### config.mk
export PLATFORM = sky130hd
export DESIGN_NAME = key_conditioner
export DESIGN_NICKNAME = d
export VERILOG_FILES = /design/src/rtl/key_conditioner_pkg.sv /design/src/rtl/key_conditioner_channel.sv /design/src/rtl/key_conditioner.sv
export SDC_FILE = /design/constraint.sdc
export NUM_CORES = 1
export LEC_CHECK = 0
export ABC_AREA = 1
export BUFFER_PORTS_ARGS = -buffer_cell sky130_fd_sc_hd__buf_2
export CAP_MARGIN = 15
export CORE_ASPECT_RATIO = 0.9
export CORE_MARGIN = 4
export CORE_UTILIZATION = 52
export DETAILED_ROUTE_END_ITERATION = 8
export PLACE_DENSITY = 0.69
export SLEW_MARGIN = 20
export SYNTH_ARGS = -nofsm -noshare
export SYNTH_HDL_FRONTEND = slang
export SYNTH_SLANG_ARGS = --single-unit
### constraint.sdc
create_clock -name clk -period 3.9 [get_ports clk]
set_input_delay 0 -clock clk [delete_from_list [all_inputs] [get_ports clk]]
set_output_delay 0 -clock clk [all_outputs]
set_load 0.01 [all_outputs]
### src/rtl/key_conditioner_pkg.sv
// Shared constants and the repeat-FSM state encoding for the key conditioner.
package key_conditioner_pkg;

  localparam int CLK_HZ       = 50_000_000;
  localparam int DB_CYC_DEF   = 1_000_000;   // 20 ms debounce window at 50 MHz
  localparam int HOLD_CYC_DEF = 25_000_000;  // 0.5 s from press to first repeat
  localparam int RPT_CYC_DEF  = 5_000_000;   // 10 Hz auto-repeat

  typedef enum logic [1:0] {
    IDLE   = 2'b00,
    HOLD   = 2'b01,
    REPEAT = 2'b10
  } rpt_state_e;

endpackage

### src/rtl/key_conditioner_channel.sv
// One pushbutton: 2-flop synchronizer, debounce counter and press-and-hold repeat FSM.
// Pulse outputs are all registered, so press/release/rpt rise in the same cycle as level changes.
module key_channel
  import key_conditioner_pkg::*;
#(
  parameter int DB_CYC   = DB_CYC_DEF,
  parameter int HOLD_CYC = HOLD_CYC_DEF,
  parameter int RPT_CYC  = RPT_CYC_DEF
) (
  input  logic       clk,
  input  logic       reset_n,
  input  logic       key_n,          // raw, active-low, asynchronous
  output logic       level,          // debounced state, 1 = pressed
  output logic       press,
  output logic       release_pulse,  // "release" is a reserved word
  output logic       rpt,
  output logic       press_next,     // next-cycle press, lets the top register any_press in step
  output rpt_state_e state
);

  localparam int TM_MAX = (HOLD_CYC > RPT_CYC) ? HOLD_CYC : RPT_CYC;
  localparam int DB_W   = $clog2(DB_CYC);
  localparam int TM_W   = $clog2(TM_MAX);

  localparam logic [DB_W-1:0] DB_LAST   = DB_W'(DB_CYC - 1);
  localparam logic [TM_W-1:0] HOLD_LAST = TM_W'(HOLD_CYC - 1);
  localparam logic [TM_W-1:0] RPT_LAST  = TM_W'(RPT_CYC - 1);

  logic            sync1_q, sync_q;
  logic            stable_q, stable_d;
  logic [DB_W-1:0] cnt_q, cnt_d;
  logic            press_q, press_d;
  logic            rel_q, rel_d;
  logic            rpt_q, rpt_d;
  logic [TM_W-1:0] timer_q, timer_d;
  rpt_state_e      state_q, state_d;

  // Debounce: count consecutive disagreeing cycles; toggle stable on the DB_CYC-th one.
  always_comb begin
    stable_d = stable_q;
    cnt_d    = '0;
    press_d  = 1'b0;
    rel_d    = 1'b0;
    if (~sync_q != stable_q) begin
      if (cnt_q == DB_LAST) begin
        stable_d = ~stable_q;
        press_d  = ~stable_q;
        rel_d    = stable_q;
      end else begin
        cnt_d = cnt_q + DB_W'(1);
      end
    end
  end

  // Repeat FSM next state: a falling level overrides everything, including a due repeat.
  always_comb begin
    state_d = state_q;
    timer_d = timer_q;
    rpt_d   = 1'b0;
    if (!stable_d) begin
      state_d = IDLE;
      timer_d = '0;
    end else begin
      case (state_q)
        IDLE: begin
          if (press_d) begin
            state_d = HOLD;
            timer_d = '0;
            rpt_d   = 1'b1;
          end
        end
        HOLD: begin
          if (timer_q == HOLD_LAST) begin
            state_d = REPEAT;
            timer_d = '0;
            rpt_d   = 1'b1;
          end else begin
            timer_d = timer_q + TM_W'(1);
          end
        end
        REPEAT: begin
          if (timer_q == RPT_LAST) begin
            timer_d = '0;
            rpt_d   = 1'b1;
          end else begin
            timer_d = timer_q + TM_W'(1);
          end
        end
        default: begin
          state_d = IDLE;
          timer_d = '0;
        end
      endcase
    end
  end

  // All channel state; synchronizer resets to the released (high) input level.
  always_ff @(posedge clk or negedge reset_n) begin
    if (!reset_n) begin
      sync1_q  <= 1'b1;
      sync_q   <= 1'b1;
      stable_q <= 1'b0;
      cnt_q    <= '0;
      press_q  <= 1'b0;
      rel_q    <= 1'b0;
      rpt_q    <= 1'b0;
      timer_q  <= '0;
      state_q  <= IDLE;
    end else begin
      sync1_q  <= key_n;
      sync_q   <= sync1_q;
      stable_q <= stable_d;
      cnt_q    <= cnt_d;
      press_q  <= press_d;
      rel_q    <= rel_d;
      rpt_q    <= rpt_d;
      timer_q  <= timer_d;
      state_q  <= state_d;
    end
  end

  assign level         = stable_q;
  assign press         = press_q;
  assign release_pulse = rel_q;
  assign rpt           = rpt_q;
  assign press_next    = press_d;
  assign state         = state_q;

endmodule

### src/rtl/key_conditioner.sv
// Four independent debounced pushbuttons with press/release pulses and auto-repeat.
// Handshake note: no valid/ready here; every pulse output is a one-cycle strobe, valid only when high.
module key_conditioner
  import key_conditioner_pkg::*;
#(
  parameter int DB_CYC   = DB_CYC_DEF,
  parameter int HOLD_CYC = HOLD_CYC_DEF,
  parameter int RPT_CYC  = RPT_CYC_DEF
) (
  input  logic       clk,
  input  logic       reset_n,
  input  logic [3:0] key_n,
  output logic [3:0] level,
  output logic [3:0] press,
  output logic [3:0] release_pulse,
  output logic [3:0] rpt,
  output logic       any_press,
  output logic [7:0] dbg_state    // repeat-FSM state per key, key i in [2i+1:2i]
);

  logic [3:0] press_next;
  logic       any_press_q, any_press_d;

  for (genvar i = 0; i < 4; i++) begin : g_key
    rpt_state_e st;

    key_channel #(
      .DB_CYC  (DB_CYC),
      .HOLD_CYC(HOLD_CYC),
      .RPT_CYC (RPT_CYC)
    ) u_ch (
      .clk          (clk),
      .reset_n      (reset_n),
      .key_n        (key_n[i]),
      .level        (level[i]),
      .press        (press[i]),
      .release_pulse(release_pulse[i]),
      .rpt          (rpt[i]),
      .press_next   (press_next[i]),
      .state        (st)
    );

    assign dbg_state[2*i +: 2] = st;
  end

  // any_press: registered from the channels' next-cycle press so it lines up with press.
  always_comb begin
    any_press_d = |press_next;
  end

  // any_press register.
  always_ff @(posedge clk or negedge reset_n) begin
    if (!reset_n) any_press_q <= 1'b0;
    else          any_press_q <= any_press_d;
  end

  assign any_press = any_press_q;

endmodule
==> flow_summary.toml <==
[status]
status = "complete, no violations"

[timing]
final.setup_skew_ns = 0.0145
tightest_slew_ns = 0.853
setup_viol = 0
setup_tns_ns = 0
slew_viol_final = 0
rsz0062_at_grt = "false"
timing.fmax_mhz = 434
period_minus_slack_ns = 2.30
final.period_utilization_pct = 59.1
slew_headroom_pct = 43.0
finalHoldViolCount = 0

[power]
seqPwrFrac_pct = 46.5
p_leak_nw = 7.49
p_int_mw = 3.79
p_sw_share_pct = 21.3
power_mw = 4.82
power.density_nw_per_um2 = 321
power_frac_comb_pct = 2.0
p_switching_mw = 1.03
ir_drop_uv = 326
clock_power_share_pct = 51.5

[final_layout]
fin_nets = 2015
layout_common_cells = "nand2_1, nor2_1, inv_1, dfrtp_1, nand4_1"
synthToLayoutAreaGrowth_pct = 7.93
fin_util_pct = 57.2
n_antenna_cell = 0
layout_commonest_cell = "nand2_1"
layout-drive-gt1-share_pct = 7.40
final_cells = 2348

[routing]
drt-total-wl_um = 30600
first_pass_iters = 5
wl_per_cell_um = 13.0
postRouteAntennaNets = 0
drc = 0
routed_via_density = 5.19
vias = 12194
drtIter0Drc = 801

[synth]
muxShareOfSynthArea_pct = 0
yosysWarnings = 0
synth_xor_area_share_pct = 5.42
syn_area_um2 = 13900
post_synth.cell_area_avg_um2 = 7.05
synthSimpleGateAreaFrac_pct = 40.7
yosys_register_bits = 213
synth_cell_types = 38
postSynthCellCount = 1971
ys_seq_area_share_pct = 38.4
synth_compound_area_share_pct = 2.88
synth_fa_ha_area_share_pct = 2.52
synth.net_count = 2005
synth_top_family_by_area = "simple AND/OR/NAND/NOR gates"

[clocking]
insertion_delay_ns = 0.53
cts-hold-fix-buffers = 5
cts_max_level = 1
numClockSinks = 213
path_clk_slew_ns = 0.06
cts_root_buf = "clkbuf_16"
postCtsSetupBuffers = 0
tritoncts = "done"
clk_path_buf_depth = 3
cts_resized = 0
cts_buffers = 25

[critical_path]
cp_max_fo = 20
slowest_stage = "nand2_1"
critical_path_arrival_ns = 2.72
critPathKind = "flop to flop"
start_kind = "flop"
slowest_delay_ns = 0.45
path_common_cell = "nand2_1"
crit_chain = "ha_1 -> nand2_1 -> nor2_2 -> nand3_1 -> nor2_1 -> nand2_1 -> nand2_1 -> nand2_1 -> nand4_1 -> nand2_1"
crit_path_end_kind = "flop"
required_ns = 4.32
crit_family = "simple AND/OR/NAND/NOR gates"
path_buf_inv = 0

[die]
fp-row-count = 56
die-height_um = 163
io_pins = 31
start_util_pct = 53.0
die_area_um2 = 29400
die_x_um = 180
coreArea_um2 = 26200

[place]
hpwl_um = 21400
place_congestion = 0.922
io_buffers = 30
placed_cells = 2297

[global_route]
grt_pass1_wl_um = 53100
grt_overflow_total = 0
grt_max_degree = 111
first_global_vias = 11385
track_usage_pct = 20.7
antenna_found_initial = 0

[job]
cap_violations = 0

[worst_hold_path]
hold_class = "input pin to flop"
==> logic make-up after synthesis <==
group | Yosys count
AOI/OAI and AO/OA | 76
adders and majority gates | 28
and+or+nand+nor | 1262
DFF | 213
buffers and inverters | 306
xor gates and xnor gates | 86
==> power groups by stage <==
| stage | registers [mW] | clock network (mW) | logic, mW |
|---|---|---|---|
| 6_report | 2.24 | 2.48 | 0.0982 |
| 5_1_grt | 2.24 | 2.64 | 0.117 |
| 4_1_cts | 2.24 | 2.53 | 0.104 |
| 3_5_place_dp | 2.28 | 0 | 0.0994 |
| 3_3_place_gp | 2.28 | 0 | 0.0977 |
| 2_1_floorplan | 2.28 | 0 | 0.0357 |
==> final timing paths <==
check | depth (start not counted) | to | start | slack, ns
worst max-delay path | 10 | g_key[1].u_ch.timer_q[23] | g_key[1].u_ch.timer_q[0] | 1.60
worst min-delay path | 2 | g_key[0].u_ch.sync1_q | key_n[0] | 0.12
worst max register to register | 10 | g_key[1].u_ch.timer_q[23] | g_key[1].u_ch.timer_q[0] | 1.60
worst min register to register | 0 | g_key[2].u_ch.sync_q | g_key[2].u_ch.sync1_q | 0.35
max in group asynchronous | 3 | g_key[3].u_ch.cnt_q[19] | reset_n | 2.75
min in group asynchronous | 2 | g_key[1].u_ch.cnt_q[0] | reset_n | 0.14
==> cells in the mapped netlist <==
cell type / instances / area [µm²]
a211oi_1: 4 / 30.0
a21oi_1: 31 / 155
a31oi_1: 4 / 25.0
and2_1: 2 / 12.5
and3_1: 4 / 25.0
buf_2: 11 / 55.1
buf_4: 25 / 188
buf_6: 18 / 203
dfrtp_1: 205 / 5130
dfstp_2: 8 / 210
ha_1: 28 / 350
inv_1: 238 / 893
inv_2: 10 / 37.5
inv_4: 4 / 25.0
nand2_1: 592 / 2220
nand2_2: 10 / 62.6
nand2_4: 2 / 22.5
nand3_1: 127 / 636
nand3_2: 5 / 50.1
nand3_4: 5 / 87.6
nand3b_1: 4 / 30.0
nand4_1: 142 / 888
nand4_2: 2 / 25.0
nor2_1: 291 / 1090
nor2_2: 16 / 100
nor2_4: 9 / 101
nor3_1: 38 / 190
nor3_2: 2 / 20.0
nor3b_1: 3 / 22.5
nor3b_4: 1 / 18.8
nor4_1: 4 / 25.0
nor4b_1: 1 / 8.76
o211ai_1: 2 / 15.0
o21ai_0: 33 / 165
o21ai_1: 2 / 10.0
or2_2: 2 / 12.5
xnor2_1: 20 / 175
xor2_1: 66 / 578
==> registers in the layout, summed over array words and instances, names as in the netlist <==
signal and cells:
g_key.u_ch.timer_q 100, g_key.u_ch.cnt_q 80, g_key.u_ch.state 8, g_key.u_ch.level 4, g_key.u_ch.press 4, g_key.u_ch.release_pulse 4, g_key.u_ch.rpt 4, g_key.u_ch.sync1_q 4
g_key.u_ch.sync_q 4, any_press 1
==> routing by layer <==
layer | track usage [%] | vias to the layer above | part of all wire [%]
met5 | 0 | - | 0
met4 | 4.19 | 0 | 1.7
met3 | 2.94 | 42 | 4.2
met2 | 33.8 | 213 | 44
met1 | 29.8 | 5648 | 50
li1 | - | 6291 | -
==> through the flow <==
step	worst slack, ns	instance area, µm²	hold slack [ns]
after floorplan	2.25	13900	-0.296
after global placement	1.72	14100	0.106
after detailed placement	1.62	14100	0.109
after CTS	1.61	15000	0.106
after global routing	1.23	15000	0.110
final	1.60	15000	0.117
==> final cells by class <==
class / count / area (µm²)
clock buffer: 36 / 717
clock inverter: 10 / 158
fill: 2477 / 11200
inverter: 252 / 956
multi-input combinational: 1452 / 7160
sequential: 213 / 5340
tap: 348 / 435
timing repair buffer: 37 / 238
No activity file was read; power rests on OpenSTA's default activity.
